## src/rtl/fifo_pkg.sv

```systemverilog
`default_nettype none
// ---------------------------------------------------------------------------
// Module : fifo_pkg
// Desc   : Shared FIFO state encoding and pointer-wrap helper.
// Rev    : 1.0  initial release
// ---------------------------------------------------------------------------
package fifo_pkg;

    typedef enum logic [1:0] {
        FIFO_EMPTY   = 2'd0,
        FIFO_PARTIAL = 2'd1,
        FIFO_FULL    = 2'd2
    } fifo_state_t;

    // Wraps at depth-1 so non-power-of-two depths use every slot exactly once.
    function automatic int unsigned ptr_inc(input int unsigned ptr, input int unsigned depth);
        return (ptr >= depth - 1) ? 32'd0 : ptr + 32'd1;
    endfunction

endpackage
`default_nettype wire

```

## src/rtl/fifo_sync_flags_if.sv

```systemverilog
`default_nettype none
// ---------------------------------------------------------------------------
// Module : fifo_sync_flags_if
// Desc   : Producer/consumer handshake and status bundle for fifo_sync_flags.
// Rev    : 1.0  initial release
// ---------------------------------------------------------------------------
interface fifo_sync_flags_if #(
    parameter int DW    = 8,
    parameter int DEPTH = 16
);
    localparam int CW = $clog2(DEPTH + 1);

    logic          clear;
    logic          wr_en;
    logic [DW-1:0] din;
    logic          rd_en;
    logic [DW-1:0] dout;
    logic          dout_valid;
    logic          full;
    logic          empty;
    logic          almost_full;
    logic          almost_empty;
    logic [CW-1:0] count;
    logic          overflow;
    logic          underflow;

    modport master (
        output clear, wr_en, din, rd_en,
        input  dout, dout_valid, full, empty, almost_full, almost_empty,
               count, overflow, underflow
    );

    modport slave (
        input  clear, wr_en, din, rd_en,
        output dout, dout_valid, full, empty, almost_full, almost_empty,
               count, overflow, underflow
    );

endinterface
`default_nettype wire

```

## src/rtl/fifo_mem.sv

```systemverilog
`default_nettype none
// ---------------------------------------------------------------------------
// Module : fifo_mem
// Desc   : DEPTH x DW register array, synchronous write, registered read.
// Rev    : 1.0  initial release
// ---------------------------------------------------------------------------
module fifo_mem #(
    parameter int DW    = 8,
    parameter int DEPTH = 16,
    parameter int AW    = 4
) (
    input  wire logic          clk,
    input  wire logic          rst,
    input  wire logic          we,
    input  wire logic [AW-1:0] waddr,
    input  wire logic [DW-1:0] wdata,
    input  wire logic          re,
    input  wire logic [AW-1:0] raddr,
    output      logic [DW-1:0] rdata
);

    logic [DW-1:0] r_mem [DEPTH];
    logic [DW-1:0] r_rdata;

    // Storage carries no reset so it maps onto plain flops or RAM.
    always_ff @(posedge clk) begin
        if (we) begin
            r_mem[waddr] <= wdata;
        end
    end

    always_ff @(posedge clk or posedge rst) begin
        if (rst) begin
            r_rdata <= '0;
        end else if (re) begin
            r_rdata <= r_mem[raddr];
        end
    end

    assign rdata = r_rdata;

endmodule
`default_nettype wire

```

## src/rtl/fifo_sync_flags.sv

```systemverilog
`default_nettype none
// ---------------------------------------------------------------------------
// Module : fifo_sync_flags
// Desc   : Single-clock FIFO with EMPTY/PARTIAL/FULL FSM, count, threshold
//          flags, synchronous flush and overflow/underflow pulses.
// Rev    : 1.0  initial release
// ---------------------------------------------------------------------------
module fifo_sync_flags
    import fifo_pkg::*;
#(
    parameter int DW        = 8,
    parameter int DEPTH     = 16,
    parameter int AFULL_TH  = DEPTH - 2,
    parameter int AEMPTY_TH = 2
) (
    input wire logic          clk,
    input wire logic          rst,
    fifo_sync_flags_if.slave  bus
);

    localparam int CW = $clog2(DEPTH + 1);
    localparam int AW = (DEPTH > 1) ? $clog2(DEPTH) : 1;

    localparam logic [CW-1:0] c_depth  = CW'(DEPTH);
    localparam logic [CW-1:0] c_afull  = CW'(AFULL_TH);
    localparam logic [CW-1:0] c_aempty = CW'(AEMPTY_TH);

    fifo_state_t   r_state;
    fifo_state_t   w_state_next;
    logic [AW-1:0] r_wrp;
    logic [AW-1:0] r_rdp;
    logic [AW-1:0] w_wrp_inc;
    logic [AW-1:0] w_rdp_inc;
    logic [CW-1:0] r_count;
    logic [CW-1:0] w_count_next;
    logic          w_wr_acc;
    logic          w_rd_acc;
    logic          w_full;
    logic          w_empty;
    logic          r_dout_valid;
    logic          r_overflow;
    logic          r_underflow;
    logic [DW-1:0] w_rdata;

    // Acceptance looks only at registered state; clear masks both requests.
    assign w_wr_acc = bus.wr_en && !w_full  && !bus.clear;
    assign w_rd_acc = bus.rd_en && !w_empty && !bus.clear;

    assign w_wrp_inc = AW'(ptr_inc(32'(r_wrp), DEPTH));
    assign w_rdp_inc = AW'(ptr_inc(32'(r_rdp), DEPTH));

    always_comb begin
        w_count_next = r_count;
        if (w_wr_acc && !w_rd_acc) begin
            w_count_next = r_count + CW'(1);
        end else if (w_rd_acc && !w_wr_acc) begin
            w_count_next = r_count - CW'(1);
        end
    end

    always_ff @(posedge clk or posedge rst) begin
        if (rst) begin
            r_wrp        <= '0;
            r_rdp        <= '0;
            r_count      <= '0;
            r_dout_valid <= 1'b0;
            r_overflow   <= 1'b0;
            r_underflow  <= 1'b0;
        end else if (bus.clear) begin
            r_wrp        <= '0;
            r_rdp        <= '0;
            r_count      <= '0;
            r_dout_valid <= 1'b0;
            r_overflow   <= 1'b0;
            r_underflow  <= 1'b0;
        end else begin
            if (w_wr_acc) r_wrp <= w_wrp_inc;
            if (w_rd_acc) r_rdp <= w_rdp_inc;
            r_count      <= w_count_next;
            r_dout_valid <= w_rd_acc;
            r_overflow   <= bus.wr_en && w_full;
            r_underflow  <= bus.rd_en && w_empty;
        end
    end

    // FSM: state register
    always_ff @(posedge clk or posedge rst) begin
        if (rst) begin
            r_state <= FIFO_EMPTY;
        end else if (bus.clear) begin
            r_state <= FIFO_EMPTY;
        end else begin
            r_state <= w_state_next;
        end
    end

    // FSM: next-state logic
    always_comb begin
        w_state_next = r_state;
        case (r_state)
            FIFO_EMPTY: begin
                if (w_wr_acc) w_state_next = FIFO_PARTIAL;
            end
            FIFO_PARTIAL: begin
                if (w_count_next == c_depth) begin
                    w_state_next = FIFO_FULL;
                end else if (w_count_next == '0) begin
                    w_state_next = FIFO_EMPTY;
                end
            end
            FIFO_FULL: begin
                if (w_rd_acc) w_state_next = FIFO_PARTIAL;
            end
            default: w_state_next = FIFO_EMPTY;
        endcase
    end

    // FSM: output decode
    always_comb begin
        w_full  = 1'b0;
        w_empty = 1'b0;
        case (r_state)
            FIFO_EMPTY: w_empty = 1'b1;
            FIFO_FULL:  w_full  = 1'b1;
            default: begin
                w_full  = 1'b0;
                w_empty = 1'b0;
            end
        endcase
    end

    fifo_mem #(
        .DW    (DW),
        .DEPTH (DEPTH),
        .AW    (AW)
    ) u_mem (
        .clk   (clk),
        .rst   (rst),
        .we    (w_wr_acc),
        .waddr (r_wrp),
        .wdata (bus.din),
        .re    (w_rd_acc),
        .raddr (r_rdp),
        .rdata (w_rdata)
    );

    assign bus.dout         = w_rdata;
    assign bus.dout_valid   = r_dout_valid;
    assign bus.full         = w_full;
    assign bus.empty        = w_empty;
    assign bus.almost_full  = (r_count >= c_afull);
    assign bus.almost_empty = (r_count <= c_aempty);
    assign bus.count        = r_count;
    assign bus.overflow     = r_overflow;
    assign bus.underflow    = r_underflow;

endmodule
`default_nettype wire

```

## src/flat_wrapper.sv

```systemverilog
// flat-port wrapper written by rule: the top's interface ports become plain ports
module fifo_sync_flags_flat import fifo_pkg::*;
#(
    parameter int DW        = 8,
    parameter int DEPTH     = 16,
    parameter int AFULL_TH  = DEPTH - 2,
    parameter int AEMPTY_TH = 2
)
  (clk, rst, bus_clear, bus_wr_en, bus_din, bus_rd_en, bus_dout, bus_dout_valid, bus_full, bus_empty, bus_almost_full, bus_almost_empty, bus_count, bus_overflow, bus_underflow);
  fifo_sync_flags_if #(.DW(DW), .DEPTH(DEPTH)) bus_i ();
  input wire logic clk;
  input wire logic rst;
  input wire logic [$bits(bus_i.clear)-1:0] bus_clear;
  input wire logic [$bits(bus_i.wr_en)-1:0] bus_wr_en;
  input wire logic [$bits(bus_i.din)-1:0] bus_din;
  input wire logic [$bits(bus_i.rd_en)-1:0] bus_rd_en;
  output wire logic [$bits(bus_i.dout)-1:0] bus_dout;
  output wire logic [$bits(bus_i.dout_valid)-1:0] bus_dout_valid;
  output wire logic [$bits(bus_i.full)-1:0] bus_full;
  output wire logic [$bits(bus_i.empty)-1:0] bus_empty;
  output wire logic [$bits(bus_i.almost_full)-1:0] bus_almost_full;
  output wire logic [$bits(bus_i.almost_empty)-1:0] bus_almost_empty;
  output wire logic [$bits(bus_i.count)-1:0] bus_count;
  output wire logic [$bits(bus_i.overflow)-1:0] bus_overflow;
  output wire logic [$bits(bus_i.underflow)-1:0] bus_underflow;
  assign bus_i.clear = bus_clear;
  assign bus_i.wr_en = bus_wr_en;
  assign bus_i.din = bus_din;
  assign bus_i.rd_en = bus_rd_en;
  assign bus_dout = bus_i.dout;
  assign bus_dout_valid = bus_i.dout_valid;
  assign bus_full = bus_i.full;
  assign bus_empty = bus_i.empty;
  assign bus_almost_full = bus_i.almost_full;
  assign bus_almost_empty = bus_i.almost_empty;
  assign bus_count = bus_i.count;
  assign bus_overflow = bus_i.overflow;
  assign bus_underflow = bus_i.underflow;
  fifo_sync_flags #(.DW(DW), .DEPTH(DEPTH), .AFULL_TH(AFULL_TH), .AEMPTY_TH(AEMPTY_TH)) u_core (.clk(clk), .rst(rst), .bus(bus_i));
endmodule
```

## config.mk

```make
export PLATFORM = sky130hd
export DESIGN_NAME = fifo_sync_flags_flat
export DESIGN_NICKNAME = d
export VERILOG_FILES = /design/src/rtl/fifo_pkg.sv /design/src/rtl/fifo_sync_flags_if.sv /design/src/rtl/fifo_mem.sv /design/src/rtl/fifo_sync_flags.sv /design/src/flat_wrapper.sv
export SDC_FILE = /design/constraint.sdc
export NUM_CORES = 1
export LEC_CHECK = 0
export CAP_MARGIN = 40
export CORE_MARGIN = 5
export CORE_UTILIZATION = 45
export DETAILED_ROUTE_END_ITERATION = 7
export GPL_ROUTABILITY_DRIVEN = 1
export HOLD_SLACK_MARGIN = 0.05
export PLACE_DENSITY = 0.61
export SLEW_MARGIN = 20
export SYNTH_ARGS = -nofsm -noshare
export SYNTH_HDL_FRONTEND = slang
export SYNTH_SLANG_ARGS = --single-unit
```

## constraint.sdc

```tcl
create_clock -name clk -period 3.2 [get_ports clk]
set_clock_uncertainty 0.1 [all_clocks]
set_input_delay 0.32 -clock clk [delete_from_list [all_inputs] [get_ports clk]]
set_output_delay 0.32 -clock clk [all_outputs]
set_load 0.005 [all_outputs]
```

==> flow_metrics.env <==
export IMPL_critPathKind="reg -> out"
export IMPL_status="completed"
export IMPL_seq_area_frac_synth_pct=69.46
export IMPL_nets=410
export IMPL_final_setup_viol_count=0
export IMPL_yosys_warnings=0
export IMPL_grt_remaining_overflow=0
export IMPL_post_place_ws_ns=0.4304
export IMPL_numPortBuffers=32
export IMPL_cts_tree="done"
export IMPL_cts_root_buffer="clkbuf_16"
export IMPL_clockBufferDepth=2
export IMPL_num_rows=43
export IMPL_tns_ns=0
export IMPL_cts_resized=0
export IMPL_critPathMaxFanout=7
export IMPL_p_per_area_nw_per_um2=632.4
export IMPL_final_critical_path_setup_slack_ns=0.8240
export IMPL_viasPerCell=5.663
export IMPL_grt_pass1_wl_um=19110
export IMPL_dr_total_vias=3296
export IMPL_drtIter0Drc=298
export IMPL_synth_area_um2=6470
export IMPL_die_w_um=129.9
export IMPL_ys_ff_latch=154
export IMPL_crit_arrival_ns=1.96
export IMPL_gp_congestion=0.7890
export IMPL_cts_hold_buffers=0
export IMPL_grt_max_degree=38
export IMPL_leakage_uw=0.002633
export IMPL_cts_clk_slew_worst_paths_ns=0.06
export IMPL_rsz0062_at_grt="false"
export IMPL_slew_viol_final=0
export IMPL_async_flop_share_pct=16.88
export IMPL_cts_setup_buffers=0
export IMPL_synthesis_nets=363
export IMPL_drtPass1Iterations=5
export IMPL_antenna_found_initial=0
export IMPL_cts_max_level=4
export IMPL_startpoint_type="register"
export IMPL_synth_flop_cell="edfxtp_1"
export IMPL_coreArea_um2=13990
export IMPL_grt_util_all_layers_pct=15.96
export IMPL_crit_required_ns=2.78
export IMPL_end_kind="primary output"
export IMPL_synth_edff_count=128
export IMPL_cap_violations=0
export IMPL_fmax_mhz=420.9
export IMPL_ant_nets=0
export IMPL_io_pins=33
export IMPL_tightest_slew_ns=0.6947
export IMPL_diodes=0
export IMPL_drt_wl_total_um=12560
export IMPL_vdd_drop_max_v=0.0004509
export IMPL_cts_sinks=154
export IMPL_hold_violations=0
export IMPL_initial_core_util_pct=46.25
export IMPL_syn_avg_cell_area_um2=18.92
export IMPL_fp_dieH_um=129.9
export IMPL_postSynthCellCount=342
export IMPL_min_period_ns=2.376
export IMPL_areaGrowthSynthToFinish_pct=17.97
export IMPL_clock_latency_ns=0.42
export IMPL_drive_gt1_share_pct=16.42
export IMPL_period_share_pct=74.25
export IMPL_first_global_vias=3209
export IMPL_numCtsBuffers=17
export IMPL_yosys_cell_types_count=40
export IMPL_maxSlewHeadroom_pct=53.54
export IMPL_die_area_um2=16880
export IMPL_dp_hpwl_um=8439
export IMPL_drc_errors=0
export IMPL_hold_class="in -> async"
export IMPL_wl_per_cell_um=21.58
[power breakdown]
| part | internal (uW) | switching (uW) |
|---|---|---|
| Clock | 1230 | 784 |
| Sequential | 2250 | 53.7 |
| Combinational | 308 | 206 |
| Total | 3780 | 1040 |
[layout make-up]
class	instances	area [um2]
Clock buffer	17	425.4
Sequential cell	154	4494
Fill cell	1083	6356
Clock inverter	15	176.4
Inverter	11	41.29
Timing Repair Buffer	45	437.9
Tap cell	180	225.2
Multi-Input combinational cell	160	1832
[cells by family after synthesis]
kind of cell	share of synthesized area, %
flops	69.46
simple gates	5.724
xor+xnor	0.8124
mux	17.83
compound gates	2.398
buf+inv	2.224
fa+ha+maj	1.547
[registers in the layout, indices dropped and copies added, names as in the netlist]
register,count
u_core.bus.dout_valid,1
u_core.r_wrp,4
u_core.bus.overflow,1
u_core.u_mem.rdata,8
u_core.r_state,2
u_core.bus.count,5
u_core.r_rdp,4
u_core.bus.underflow,1
u_core.u_mem.r_mem,128
[per-stage QoR]
stage          std cells  power (uW)  util (%)  area (um2)  hold slack [ns]
2_1_floorplan        342        2619         -        6470           0.2600
3_3_place_gp         549        2858     50.15        7015           0.3976
3_5_place_dp         550        2866     50.26        7030           0.3995
4_1_cts              582        4872     54.56        7632           0.1597
5_1_grt              582        4994     54.56        7632           0.2115
6_report             582        4826     54.56        7632           0.1561
[critical path, stage by stage (launching register included)]
cell and delay [ns]:
dfrtp_1 0.44, inv_1 0.16, ha_1 0.16, nor2_1 0.04, nor3_1 0.19, clkdlybuf4s50_1 0.54
[final timing paths]
kind,end,slack (ns),start,depth (start not counted)
setup / recovery,bus_almost_empty,0.82,u_core.bus.count[0],5
hold / removal,u_core.bus.count[2],0.16,rst,2
setup reg to reg,u_core.u_mem.rdata[0],0.86,u_core.r_rdp[0],4
hold reg to reg,u_core.u_mem.rdata[7],0.41,u_core.u_mem.rdata[7],1
max in group asynchronous,u_core.r_wrp[0],2.35,rst,3
min in group clk,u_core.u_mem.rdata[7],0.41,u_core.u_mem.rdata[7],1
[metal layers]
layer,track usage (%),vias to the layer above,wire length (um)
met5,0,-,0
met4,6.601,0,252
met3,3.889,21,623
met2,23.23,89,5782
met1,23.25,1714,5898
li1,-,1472,-
[Yosys cell counts, types with 5 or more instances]
cell,count,area [um2]
edfxtp_1,128,3844
mux4_1,30,788.3
dfrtp_1,26,650.6
nor2_1,19,71.32
nand2_1,14,52.55
inv_1,11,41.29
a21oi_1,10,50.05
clkbuf_1,10,37.54
mux4_2,10,225.2
and2_1,9,56.30
ha_1,8,100.1
mux2_4,8,120.1
nor2b_1,5,31.28
nor4_1,5,31.28
[cells in the final DEF (no fill, tap or decap), types with 2 or more instances in the layout]
| master | synthesis | routed |
|---|---|---|
| o22ai_1 | 2 | 2 |
| nor3b_1 | 3 | 3 |
| nor2_1 | 19 | 19 |
| mux4_2 | 10 | 10 |
| o21ai_0 | 3 | 3 |
| clkdlybuf4s50_1 | 0 | 32 |
| clkinv_2 | 0 | 3 |
| clkbuf_16 | 0 | 17 |
| inv_1 | 11 | 11 |
| bufinv_16 | 0 | 3 |
| a311oi_1 | 2 | 2 |
| dfrtp_1 | 26 | 26 |
| xnor2_1 | 3 | 3 |
| edfxtp_1 | 128 | 128 |
| clkinv_4 | 0 | 5 |
| o211ai_1 | 2 | 2 |
| mux4_1 | 30 | 30 |
| and2_1 | 9 | 9 |
| nor2b_1 | 5 | 5 |
| nand2b_1 | 3 | 3 |
| mux2i_1 | 2 | 2 |
| mux2_4 | 8 | 8 |
| or3_1 | 2 | 2 |
| buf_4 | 1 | 11 |
| nand2_1 | 14 | 14 |
| nor4_1 | 5 | 5 |
| nor3_1 | 2 | 2 |
| or2_2 | 2 | 2 |
| a21oi_1 | 10 | 10 |
| nand4_1 | 3 | 3 |
| clkinvlp_4 | 0 | 2 |
| nand3_1 | 3 | 3 |
| xor2_1 | 3 | 3 |
| ha_1 | 8 | 8 |
No activity file was read; power rests on OpenSTA's default activity.
